## src/rtl/nn_pkg.sv

```systemverilog
// Shared definitions for the neuron blocks: FSM states, accumulator sizing and
// the default fixed-point format used by hidden and output layers.
package nn_pkg;

  localparam int DEF_DW   = 10;
  localparam int DEF_FRAC = 6;
  localparam int DEF_N_IN = 10;

  typedef enum logic [2:0] {
    IDLE = 3'd0,
    ACC  = 3'd1,
    PREP = 3'd2,
    DIV  = 3'd3,
    DONE = 3'd4
  } state_t;

  // Full-precision dot product plus shifted bias never overflows this width.
  function automatic int acc_width(input int dw, input int n_in);
    return 2 * dw + $clog2(n_in + 1) + 1;
  endfunction

endpackage

```

## src/rtl/neuron_softsign_div.sv

```systemverilog
// Restoring divider producing q = floor(nn * 2^DW / d) MSB first, one bit per
// cycle; requires nn < d so the quotient fits in DW bits.
module neuron_softsign_div #(
  parameter int DW = 10,
  parameter int OW = 27
) (
  input  logic          clk,
  input  logic          rst,
  input  logic          start,
  input  logic [OW-1:0] nn,
  input  logic [OW-1:0] d,
  output logic          busy,
  output logic          done,
  output logic [DW-1:0] q
);

  localparam int IW = $clog2(DW + 1);

  logic [OW-1:0] r_reg;
  logic [OW-1:0] d_reg;
  logic [DW-2:0] q_reg;
  logic [IW-1:0] iter_reg;
  logic          busy_reg;

  logic [OW:0]   r2;
  logic          ge;
  logic [OW-1:0] r_next;
  logic [DW-1:0] q_full;

  // The remainder stays below d, so the subtracted value always fits in OW bits.
  assign r2     = {r_reg, 1'b0};
  assign ge     = (r2 >= {1'b0, d_reg});
  assign r_next = ge ? (r2[OW-1:0] - d_reg) : r2[OW-1:0];
  assign q_full = {q_reg, ge};

  // done flags the cycle whose edge retires the final quotient bit; q is then final.
  assign busy = busy_reg;
  assign done = busy_reg && (iter_reg == IW'(DW - 1));
  assign q    = q_full;

  always_ff @(posedge clk or posedge rst) begin
    if (rst) begin
      r_reg    <= '0;
      d_reg    <= '0;
      q_reg    <= '0;
      iter_reg <= '0;
      busy_reg <= 1'b0;
    end else if (start) begin
      r_reg    <= nn;
      d_reg    <= d;
      q_reg    <= '0;
      iter_reg <= '0;
      busy_reg <= 1'b1;
    end else if (busy_reg) begin
      r_reg    <= r_next;
      q_reg    <= q_full[DW-2:0];
      iter_reg <= iter_reg + 1'b1;
      if (done) busy_reg <= 1'b0;
    end
  end

endmodule

```

## src/rtl/mac_hidden_neuron.sv

```systemverilog
// Time-multiplexed hidden neuron: one MAC per accepted pair, then the softsign
// activation 0.5*(X/(1+|X|)+1) through an iterative divider.
module mac_hidden_neuron
  import nn_pkg::*;
#(
  parameter int N_IN = DEF_N_IN,
  parameter int DW   = DEF_DW,
  parameter int FRAC = DEF_FRAC
) (
  input  logic                 clk,
  input  logic                 rst,
  input  logic                 in_valid,
  output logic                 in_ready,
  input  logic signed [DW-1:0] in_val,
  input  logic signed [DW-1:0] weight,
  input  logic signed [DW-1:0] bias,
  output logic                 out_valid,
  input  logic                 out_ready,
  output logic [DW-1:0]        out_val
);

  localparam int ACC_W = acc_width(DW, N_IN);
  localparam int OW    = ACC_W + 2;
  localparam int CW    = $clog2(N_IN + 1);
  localparam logic [OW-1:0] ONE = OW'(1) << (2 * FRAC);

  state_t                  state_reg;
  logic signed [ACC_W-1:0] acc_reg;
  logic [CW-1:0]           beat_reg;
  logic                    in_ready_reg;
  logic                    out_valid_reg;
  logic [DW-1:0]           out_val_reg;

  logic [2*DW-1:0]  prod;
  logic [ACC_W-1:0] prod_ext;
  logic [ACC_W-1:0] bias_ext;
  logic             accept;
  logic             acc_neg;
  logic [ACC_W:0]   acc_x;
  logic [ACC_W:0]   abs_a;
  logic [OW-1:0]    a_ext;
  logic [OW-1:0]    div_nn;
  logic [OW-1:0]    div_d;
  logic             div_start;
  logic             div_busy;
  logic             div_done;
  logic [DW-1:0]    div_q;

  // Operands sign-extended to 2*DW so the truncated product is the exact signed result.
  assign prod     = {{DW{in_val[DW-1]}}, in_val} * {{DW{weight[DW-1]}}, weight};
  assign prod_ext = {{(ACC_W - 2*DW){prod[2*DW-1]}}, prod};
  assign bias_ext = {{(ACC_W - DW - FRAC){bias[DW-1]}}, bias, {FRAC{1'b0}}};
  assign accept   = in_valid && in_ready_reg;

  // |acc| in one extra bit keeps the most-negative accumulator representable.
  assign acc_neg = acc_reg[ACC_W-1];
  assign acc_x   = {acc_reg[ACC_W-1], acc_reg};
  assign abs_a   = acc_neg ? -acc_x : acc_x;
  assign a_ext   = {1'b0, abs_a};
  assign div_d   = (ONE + a_ext) << 1;
  assign div_nn  = acc_neg ? ONE : (ONE + (a_ext << 1));

  assign div_start = (state_reg == PREP);

  neuron_softsign_div #(
    .DW (DW),
    .OW (OW)
  ) u_div (
    .clk   (clk),
    .rst   (rst),
    .start (div_start),
    .nn    (div_nn),
    .d     (div_d),
    .busy  (div_busy),
    .done  (div_done),
    .q     (div_q)
  );

  always_ff @(posedge clk or posedge rst) begin
    if (rst) begin
      state_reg     <= IDLE;
      acc_reg       <= '0;
      beat_reg      <= '0;
      in_ready_reg  <= 1'b1;
      out_valid_reg <= 1'b0;
      out_val_reg   <= '0;
    end else begin
      case (state_reg)
        IDLE: begin
          if (accept) begin
            acc_reg  <= bias_ext + prod_ext;
            beat_reg <= CW'(1);
            if (N_IN == 1) begin
              state_reg    <= PREP;
              in_ready_reg <= 1'b0;
            end else begin
              state_reg <= ACC;
            end
          end
        end
        ACC: begin
          if (accept) begin
            acc_reg  <= acc_reg + prod_ext;
            beat_reg <= beat_reg + 1'b1;
            if (beat_reg == CW'(N_IN - 1)) begin
              state_reg    <= PREP;
              in_ready_reg <= 1'b0;
            end
          end
        end
        PREP: begin
          state_reg <= DIV;
        end
        DIV: begin
          if (div_busy && div_done) begin
            out_val_reg   <= div_q;
            out_valid_reg <= 1'b1;
            state_reg     <= DONE;
          end
        end
        DONE: begin
          if (out_ready) begin
            out_valid_reg <= 1'b0;
            in_ready_reg  <= 1'b1;
            beat_reg      <= '0;
            state_reg     <= IDLE;
          end
        end
        default: begin
          state_reg     <= IDLE;
          in_ready_reg  <= 1'b1;
          out_valid_reg <= 1'b0;
        end
      endcase
    end
  end

  assign in_ready  = in_ready_reg;
  assign out_valid = out_valid_reg;
  assign out_val   = out_val_reg;

endmodule

```

## config.mk

```make
export PLATFORM = sky130hd
export DESIGN_NAME = mac_hidden_neuron
export DESIGN_NICKNAME = d
export VERILOG_FILES = /design/src/rtl/nn_pkg.sv /design/src/rtl/neuron_softsign_div.sv /design/src/rtl/mac_hidden_neuron.sv
export SDC_FILE = /design/constraint.sdc
export NUM_CORES = 1
export LEC_CHECK = 0
export ABC_AREA = 1
export CORE_UTILIZATION = 45
export CTS_CLUSTER_DIAMETER = 50
export DETAILED_ROUTE_END_ITERATION = 16
export PLACE_DENSITY = 0.65
export SYNTH_ARGS = -nofsm -noshare
export SYNTH_HDL_FRONTEND = slang
export SYNTH_SLANG_ARGS = --single-unit
```

## constraint.sdc

```tcl
create_clock -name clk -period 4.2 [get_ports clk]
set_input_delay 0.42 -clock clk [delete_from_list [all_inputs] [get_ports clk]]
set_output_delay 0.42 -clock clk [all_outputs]
set_load 0.1 [all_outputs]
```

; Yosys cells after proc, flatten, opt, wreduce, memory -nomap -nowiden
; Index checks and enable logic that the tools add are counted.
[classes]
addsub = 8
n_mul = 1
n_div = 0
magnitude_cmp = 1
eq_ne = 11
shift = 0
mux = 32
bitwise = 2
reduce_logical = 15
[ops]
columns = op, count
row1 = 27-bit 2-to-1 mux, 4
row2 = 25-bit 2-to-1 mux, 2
row3 = 25-bit case mux with 2 select lines, 1
row4 = 28-bit by 27-bit greater-or-equal comparator with 1-bit output, 1
row5 = 13-bit by 27-bit adder with 27-bit output (first input constant), 1
row6 = 27-bit subtractor, 1
row7 = 13-bit by 26-bit adder with 26-bit output (first input constant), 1
row8 = 26-bit 2-to-1 mux, 1
row9 = 26-bit negator, 1
row10 = 25-bit adder, 1
row11 = 16-bit by 20-bit adder with 21-bit output, 1
row12 = 10-bit by 10-bit multiplier with 20-bit output, 1
row13 = 4-bit 2-to-1 mux, 5
row14 = 9-bit 2-to-1 mux, 2
row15 = 3-bit 2-to-1 mux, 5
row16 = 3-bit case mux with 5 select lines, 1
row17 = 4-bit case mux with 3 select lines, 1
row18 = 2-bit inequality test (second input constant), 5
row19 = 4-bit by 1-bit adder with 4-bit output (second input constant), 2
row20 = 4-bit equality test (second input constant), 2
row21 = 1-bit 2-to-1 mux, 8
row22 = 4-bit AND reduction, 2
row23 = 3-bit by 2-bit equality test with 1-bit output (second input constant), 2
row24 = 1-bit case mux with 3 select lines, 2
row25 = other kinds (11), 17
[word_totals]
ff_bits = 111
latch_bits = 0
ramBits = 0
romBits = 0
inputBits = 34
output_inout_bits = 12
wordCells = 81
n_memories = 0

; Logic depth before layout (Yosys ltp)
; Gate-level depths: netlist of the first run.
[depth]
ltp_word = 5
ltp_mapped = 34
depth_no_buf = 33

; Modules after synthesis
; Synthesis of the first run repeated with hierarchy kept, for this count alone.
[hier_totals]
hier_cells = 2175
area_unflattened_um2 = 14829.2
[by_module_without_submodules]
columns = mod, instances, cells_each, area_per_inst_um2, seq_area_each_um2
row1 = mac_hidden_neuron, 1, 1411, 9718.1, 1102.3
row2 = neuron_softsign_div, 1, 764, 5111.2, 1701.6

; Worst setup path before layout of the first run
; No wires, ideal clock.
[synth_timing]
path_kind = input to register
from = in in_val[0]
to = reg acc_reg[23]
setup_ns = 0.145
arrival_ns = 6.290
t_required_ns = 4.055
path_slack_ns = -2.235
cell_stages = 30
path_buffers = 1
path_cell_list = clkbuf_1 > or2_2 > fa_1 > fa_1 > inv_1 > fa_1 > fa_1 > inv_1 > fa_1 > inv_1 > ha_1 > nand2_1 > nor3_1 > nand2_1 > nand2_1 > nand3_1 > nand3_1 > a21boi_0 > a21oi_1 > xor2_1 > ha_1 > nand2_1 > nor2_1 > nand3_1 > nand3_1 > nand2_1 > nand2_1 > a21oi_1 > a21oi_1 > a22oi_1
[synth_via]
elab_chain_len = 4
word_cells_on_any_way = 6
cone_classes = add/sub (2) / mul (1) / mux (3)
[synth_lines]
columns = item, line
row1 = "start, declared", mac_hidden_neuron.sv:14  ; input logic signed [DW-1:0] in_val,
row2 = 10-bit by 10-bit multiplier with 20-bit output (*), mac_hidden_neuron.sv:50  ; assign prod = {{DW{in_val[DW-1]}}, in_val} * {{DW{weight[DW-1]}}, weight};
row3 = 25-bit adder or 16-bit by 20-bit adder with 21-bit output (tied branches), "mac_hidden_neuron.sv:103, mac_hidden_neuron.sv:91"
row4 = 25-bit 2-to-1 mux (on tied branches), "mac_hidden_neuron.sv:102, mac_hidden_neuron.sv:90"
row5 = 25-bit case mux with 2 select lines (*), mac_hidden_neuron.sv:88  ; case (state_reg)
row6 = "end signal, assigned", mac_hidden_neuron.sv:91  ; acc_reg <= bias_ext + prod_ext;
row7 = "end signal, assigned", mac_hidden_neuron.sv:103  ; acc_reg <= acc_reg + prod_ext;
row8 = "end, declared", mac_hidden_neuron.sv:28  ; logic signed [ACC_W-1:0] acc_reg;
; Mark *: on every way between the ends. The rest lies on a longest branch, timed or not. The select of a mux whose other input is x is not followed.
; A chain may end at the register's enable or synchronous reset.

; Worst setup path after layout of the first run
[layout_timing]
from = in weight[3]
to = reg acc_reg[23]
[layout_via]
elab_chain_len = 4
word_cells_on_any_way = 6
cone_classes = add/sub (2) / mul (1) / mux (3)
[layout_lines]
columns = item, line
row1 = "start, declared", mac_hidden_neuron.sv:15  ; input logic signed [DW-1:0] weight,
row2 = 10-bit by 10-bit multiplier with 20-bit output (*), mac_hidden_neuron.sv:50
row3 = 25-bit adder or 16-bit by 20-bit adder with 21-bit output (tied branches), "mac_hidden_neuron.sv:103, mac_hidden_neuron.sv:91"
row4 = 25-bit 2-to-1 mux (on tied branches), "mac_hidden_neuron.sv:102, mac_hidden_neuron.sv:90"
row5 = 25-bit case mux with 2 select lines (*), mac_hidden_neuron.sv:88
; Marked as above.

==> results of run 1 <==
kinds of logic after synthesis:
group	Yosys count
buf+inv	413
compound gates	331
fa+ha+maj	215
flops	110
xor+xnor	60
simple gates	875
per-stage QoR:
stage               setup slack (ns)  utilization (%)  instances  cell area (um2)
floorplan                      -1.61                -       2004            14800
global placement               -2.49             54.7       2584            16800
detailed placement             -2.61             54.7       2584            16800
CTS                            -1.73             59.7       2649            18300
global route                   -2.00             62.3       2671            19100
finish                         -1.76             62.3       2671            19100
layer usage:
layer / track usage [%] / vias up / part of all wire [%]
li1: - / 6932 / -
met3: 3.20 / 118 / 5.5
met1: 34.5 / 6960 / 42
met4: 7.56 / 0 / 3.2
met5: 0 / - / 0
met2: 48.0 / 492 / 49
worst max-delay path: cells and delay by family:
family          cells  cell delay [ns]
compound gates      5             0.54
simple gates        8             0.99
buf+inv            10             1.01
fa+ha+maj           7             3.22
how the worst max path moves through the flow:
stage / start / to / slack [ns]
after floorplan: weight[4] / acc_reg[23]$_DFFE_PP0P_ / -1.61
after global placement: in_val[5] / acc_reg[21]$_DFFE_PP0P_ / -2.49
after detailed placement: weight[5] / acc_reg[23]$_DFFE_PP0P_ / -2.61
after CTS: in_val[7] / acc_reg[21]$_DFFE_PP0P_ / -1.73
after global routing: in_val[7] / acc_reg[24]$_DFFE_PP0P_ / -2.00
final: weight[3] / acc_reg[23]$_DFFE_PP0P_ / -1.76
what timing repair did:
item                                    CTS  global route
pin swaps                               144           137
hold buffers                              0             0
endpoints found under the hold margin     0             0
gates cloned                              1             0
buffers inserted                         51            26
endpoints found under the setup margin   21            20
resized for setup                       279           165
area by class of cell:
cell class                      count  area [um2]
Clock buffer                       11         253
Clock inverter                      5        70.1
Fill cell                        2591       11600
Inverter                          358        1360
Multi-Input combinational cell   1481       11500
Sequential cell                   110        2750
Tap cell                          396         495
Timing Repair Buffer              310        2640
cells in the final DEF (no fill, tap or decap), types with 11 or more instances in the layout:
master	Yosys	routed
dfrtp_1	109	109
nor2_4	9	15
ha_4	0	42
nand4_1	26	26
clkdlybuf4s50_1	0	26
inv_1	344	299
nand3_2	8	25
a21oi_1	118	67
inv_2	12	50
fa_1	94	83
nor2_1	138	118
o21ai_0	109	79
xnor2_1	18	17
ha_1	121	77
nand3_1	128	109
fa_2	0	11
o21ai_2	2	11
nand2_1	470	394
a21oi_2	0	34
nor3_1	25	16
xor2_1	39	31
nand2_2	20	69
a31oi_1	18	17
o22ai_1	17	17
buf_4	0	218
a21oi_4	0	17
buf_6	4	46
o21ai_1	21	38
nor2_2	11	25
nand2_4	9	34
==> impl_metrics.py, run 1 <==
metrics = {
    "floorplan": {
        "fp.dieW_um": 179,
        "start_util_pct": 45.9,
        "dieArea_um2": 32000,
        "fp.dieH_um": 179,
        "std_cell_rows": 64,
        "core_area_um2": 30700,
        "io_pins": 46,
    },
    "clock_network": {
        "cts_buffer_depth": 2,
        "ctsHtreeMaxLevel": 3,
        "cts_inserted_buffers": 9,
        "cts.sinks": 110,
        "clk_latency_ns": 0.37,
        "cts_tree": "done",
        "clkTransAtPathRegs_ns": 0.09,
        "cts-root-buf": "clkbuf_16",
    },
    "grt": {
        "first_global_vias": 14400,
        "grtUsageTotal_pct": 27.1,
        "grt_overflow": 0,
        "grt_max_degree": 65,
        "grt_pass1_wl_mm": 69.5,
        "antenna_found_initial": 0,
    },
    "timing": {
        "period_needed_ns": 5.96,
        "fmax_ghz": 0.168,
        "hold_ws_ns": 0.476,
        "setup_slack_ns": -1.76,
        "rsz0062_at_grt": "yes",
        "worst_pin_slew_ns": 1.02,
        "slew_violations": 0,
        "finalClockSkew_ns": 0.0232,
        "slew_headroom_pct": 32.1,
        "fin_crit_sh_pct": 142,
        "setup_viol_count_final": 19,
        "setup_tns_ns": -26.28,
        "hold_viol_final": 0,
    },
    "critical_path": {
        "crit_path_start_kind": "primary input",
        "end_kind": "flop",
        "rrSetupSlack_ns": 1.43,
        "critPathSlowestCell": "fa_2",
        "ff2ff_path_depth": 12,
        "path_class": "in -> reg",
        "worst_path_largest_cell_delay_ns": 0.62,
        "required_ns": 4.42,
        "r2r-start": "u_div.d_reg[21]$_DFFE_PP0P_",
        "cp.arrival_ns": 6.18,
        "r2r-end": "u_div.r_reg[11]$_DFFE_PP0P_",
        "path_max_fanout": 6,
    },
    "routing": {
        "ant_nets": 0,
        "dr.first_iter.drc_count": 943,
        "avgViaCountPerCell": 5.43,
        "vias": 14500,
        "drt_pass1_iterations": 5,
        "routed_wl_mm": 43.5,
        "drc": 0,
        "wl_per_cell_um": 16.3,
    },
    "synth": {
        "syn_area_um2": 14100,
        "synth_area_leader_cell": "dfrtp_1",
        "ys.flop_type": "dfrtp_1",
        "synth.avg_cell_area_um2": 7.03,
        "synthTopCellsByArea": "dfrtp_1 (19%), fa_1 (13%), nand2_1 (13%)",
        "synth_xor_area_share_pct": 3.97,
        "synth_common_cells": "nand2_1 (470), inv_1 (344), nor2_1 (138), nand3_1 (128), ha_1 (121)",
        "yosysSeqAreaShare_pct": 19.5,
        "synth_warnings": 0,
        "synthArstFlopShare_pct": 100,
        "synth_mux_area_share_pct": 0,
        "ys_ff_latch": 110,
        "yosys.area_share.adder_pct": 24.1,
        "synth_compound_area_share_pct": 13.0,
        "syn_nets": 2253,
        "syn_inst": 2004,
        "synth_cell_types": 60,
        "netlist.area_leader.share_pct": 19.4,
        "synth_edf_count": 0,
        "synthSimpleGateAreaFrac_pct": 28.0,
        "post-synth-top-count-cell": "nand2_1",
        "synth_top_family_by_area": "simple AND/OR/NAND/NOR gates",
    },
    "worst_hold_path": {
        "hold_end": "u_div.iter_reg[3]$_DFFE_PP0P_",
        "min_from": "u_div.iter_reg[3]$_DFFE_PP0P_",
        "hold_path_class": "reg -> reg",
        "min_delay_path_depth": 1,
    },
    "cells_and_area": {
        "final_nets": 2519,
        "drive_gt1_share_pct": 30.8,
        "synthToLayoutAreaGrowth_pct": 35.5,
        "diodes": 0,
    },
    "run": {
        "drv_cap": 0,
    },
    "placement": {
        "portBuffers": 45,
        "dp_hpwl_mm": 31.8,
        "gp_congestion": 1.03,
    },
    "status": {
        "violations": "setup timing",
        "outcome": "finished, violations left",
    },
}
Power of run 1 is left out: the tool's default activity adds up to more than one toggle a clock period on the data nets, which glitch-free logic cannot reach.
==> run 2, diff against run 1 <==
Clock period 4.2 ns to 6.2 ns, I/O delays scaled along.
==> run 2 against run 1 <==
Net effect:
- the flow now finishes without violations
- critical path depth is 1 lower
- core utilization is 2.9 points lower
- non-clock buffer count shrank 39
- critical endpoint is now acc_reg[22]$_DFFE_PP0P_
- first-iteration DRC count decreased by 1.5%
- design area is 4.6% lower
- setup slack improved by 1.9 ns
- sequential cell count unchanged
- worst hold slack gained 0.0049 ns
- wire length down 6.1%
- die area stayed put
- global-route usage down 0.68 points
- sequential share of layout area increased by 0.70 points
==> impl_metrics.py, run 2 (synthesis gave the netlist of run 1 again) <==
metrics = {
    "clock_network": {
        "cts-root-buf": "clkbuf_16",
        "cts_inserted_buffers": 9,
        "clkTransAtPathRegs_ns": 0.09,
        "cts_tree": "done",
        "clk_latency_ns": 0.39,
        "ctsHtreeMaxLevel": 3,
        "cts_buffer_depth": 2,
        "cts.sinks": 110,
        "ctsHoldBuffers": 0,
    },
    "cells_and_area": {
        "final_nets": 2480,
        "layout_commonest_cell": "nand2_1",
        "stdcell_area_um2": 18200,
        "final_cell_mix": "nand2_1 (421), inv_1 (313), buf_4 (210)",
        "drive_gt1_share_pct": 26.4,
        "nFillCells": 2777,
        "synthToLayoutAreaGrowth_pct": 29.2,
        "diodes": 0,
    },
    "critical_path": {
        "path_max_fanout": 7,
        "end_kind": "flop",
        "crit_path_start_kind": "primary input",
        "cp.buffers_inverters": 10,
        "path_class": "in -> reg",
        "r2r-end": "u_div.r_reg[13]$_DFFE_PP0P_",
        "worst_path_largest_cell_delay_ns": 0.58,
        "required_ns": 6.46,
        "startpoint": "weight[9]",
        "cpMostUsedCell": "inv_2",
        "rrSetupSlack_ns": 2.85,
        "cp.arrival_ns": 6.29,
        "cp_top_family": "adder cells",
        "ff2ff_path_depth": 14,
        "critPathSlowestCell": "fa_2",
        "crit_path_end": "acc_reg[22]$_DFFE_PP0P_",
        "crit_cells": 29,
        "r2r-start": "u_div.d_reg[17]$_DFFE_PP0P_",
    },
    "run": {
        "drv_cap": 0,
    },
    "routing": {
        "drt_pass1_iterations": 5,
        "avgViaCountPerCell": 5.31,
        "dr.first_iter.drc_count": 929,
        "routed_wl_mm": 40.9,
        "wl_per_cell_um": 15.5,
        "ant_nets": 0,
        "drc": 0,
        "vias": 14000,
    },
    "timing": {
        "setup_tns_ns": 0,
        "worst_pin_slew_ns": 1.08,
        "finalClockSkew_ns": 0.0156,
        "setup_viol_count_final": 0,
        "hold_viol_final": 0,
        "period_needed_ns": 6.03,
        "slew_headroom_pct": 27.7,
        "hold_ws_ns": 0.481,
        "fin_crit_sh_pct": 97.2,
        "slew_violations": 0,
        "fmax_ghz": 0.166,
        "rsz0062_at_grt": "yes",
    },
    "floorplan": {
        "fp.dieH_um": 179,
        "io_pins": 46,
        "std_cell_rows": 64,
        "fp.dieW_um": 179,
        "core_area_um2": 30700,
        "dieArea_um2": 32000,
        "start_util_pct": 45.9,
    },
    "placement": {
        "dp_hpwl_mm": 32.0,
        "dpl_cell_area_um2": 16400,
        "portBuffers": 45,
        "gp_congestion": 0.987,
    },
    "grt": {
        "grt_max_degree": 61,
        "first_global_vias": 13900,
        "grt_pass1_wl_mm": 67.3,
        "grtUsageTotal_pct": 26.4,
        "grt_overflow": 0,
        "antenna_found_initial": 0,
    },
    "status": {
        "outcome": "complete, no violations",
    },
    "worst_hold_path": {
        "hold_path_class": "reg -> reg",
    },
}
## run 2: cell types whose count changed in the layout (fill, tap and decap cells not counted), moves of 9 or more
cell     change
buf_6       -25
o21ai_0      +9
inv_2       -10
nand2_1     +27
nand2_2     -15
a21oi_4      -9
inv_1       +14
nand2_4     -11
## run 2: cell type report
type                       count  area, um2  share of cell area (%)
tap                          396        495                    2.72
clock inverter                 7       96.3                   0.529
clock buffer                   9        225                    1.24
multi-input combinational   1481      11100                    60.9
timing repair buffer         271       2190                    12.0
inverter                     358       1350                    7.42
sequential                   110       2750                    15.1
## run 2: layer usage
metal / vias up / GRT usage [%] / share of wire, %
li1: 6869 / - / -
met1: 6706 / 35.0 / 44
met2: 343 / 45.4 / 48
met3: 68 / 2.44 / 4.7
met4: 0 / 8.05 / 2.7
met5: - / 0 / 0
## run 2: through the flow
stage | util, % | std cells | setup WS (ns)
2_1_floorplan | - | 2004 | 0.00476
4_1_cts | 56.6 | 2611 | 0.000691
5_1_grt | 59.4 | 2632 | -0.0824
6_report | 59.4 | 2632 | 0.172
3_3_place_gp | 53.4 | 2580 | -1.29
3_5_place_dp | 53.4 | 2580 | -1.24
## run 2: worst min-delay path by stage
stage / depth (start not counted) / to / from
after floorplan: 1 / u_div.iter_reg[3]$_DFFE_PP0P_ / u_div.iter_reg[3]$_DFFE_PP0P_
after global placement: 1 / u_div.iter_reg[3]$_DFFE_PP0P_ / u_div.iter_reg[3]$_DFFE_PP0P_
after detailed placement: 2 / in_ready$_DFFE_PP1P_ / in_ready$_DFFE_PP1P_
after CTS: 1 / u_div.iter_reg[3]$_DFFE_PP0P_ / u_div.iter_reg[3]$_DFFE_PP0P_
after global routing: 1 / u_div.iter_reg[3]$_DFFE_PP0P_ / u_div.iter_reg[3]$_DFFE_PP0P_
final: 1 / u_div.iter_reg[3]$_DFFE_PP0P_ / u_div.iter_reg[3]$_DFFE_PP0P_
## run 2: timing repair
item	in CTS	in global routing
setup endpoints to repair	17	16
gates resized for setup	148	244
pin swaps	73	156
setup buffers	17	21
## run 2: worst reg2reg max path, cell delays in order, from the launching register on
cell and delay (ns):
dfrtp_1 0.36, inv_1 0.05, ha_1 0.37, a21oi_1 0.23, o21ai_0 0.16, a21oi_1 0.22, nor2_1 0.10, nor2_4 0.22
nand3_2 0.64, inv_2 0.49, nand2_1 0.09, nand3_1 0.10, nand2_1 0.06, nand2_1 0.07, nand2_1 0.08
Power of run 2 is left out for the same reason.
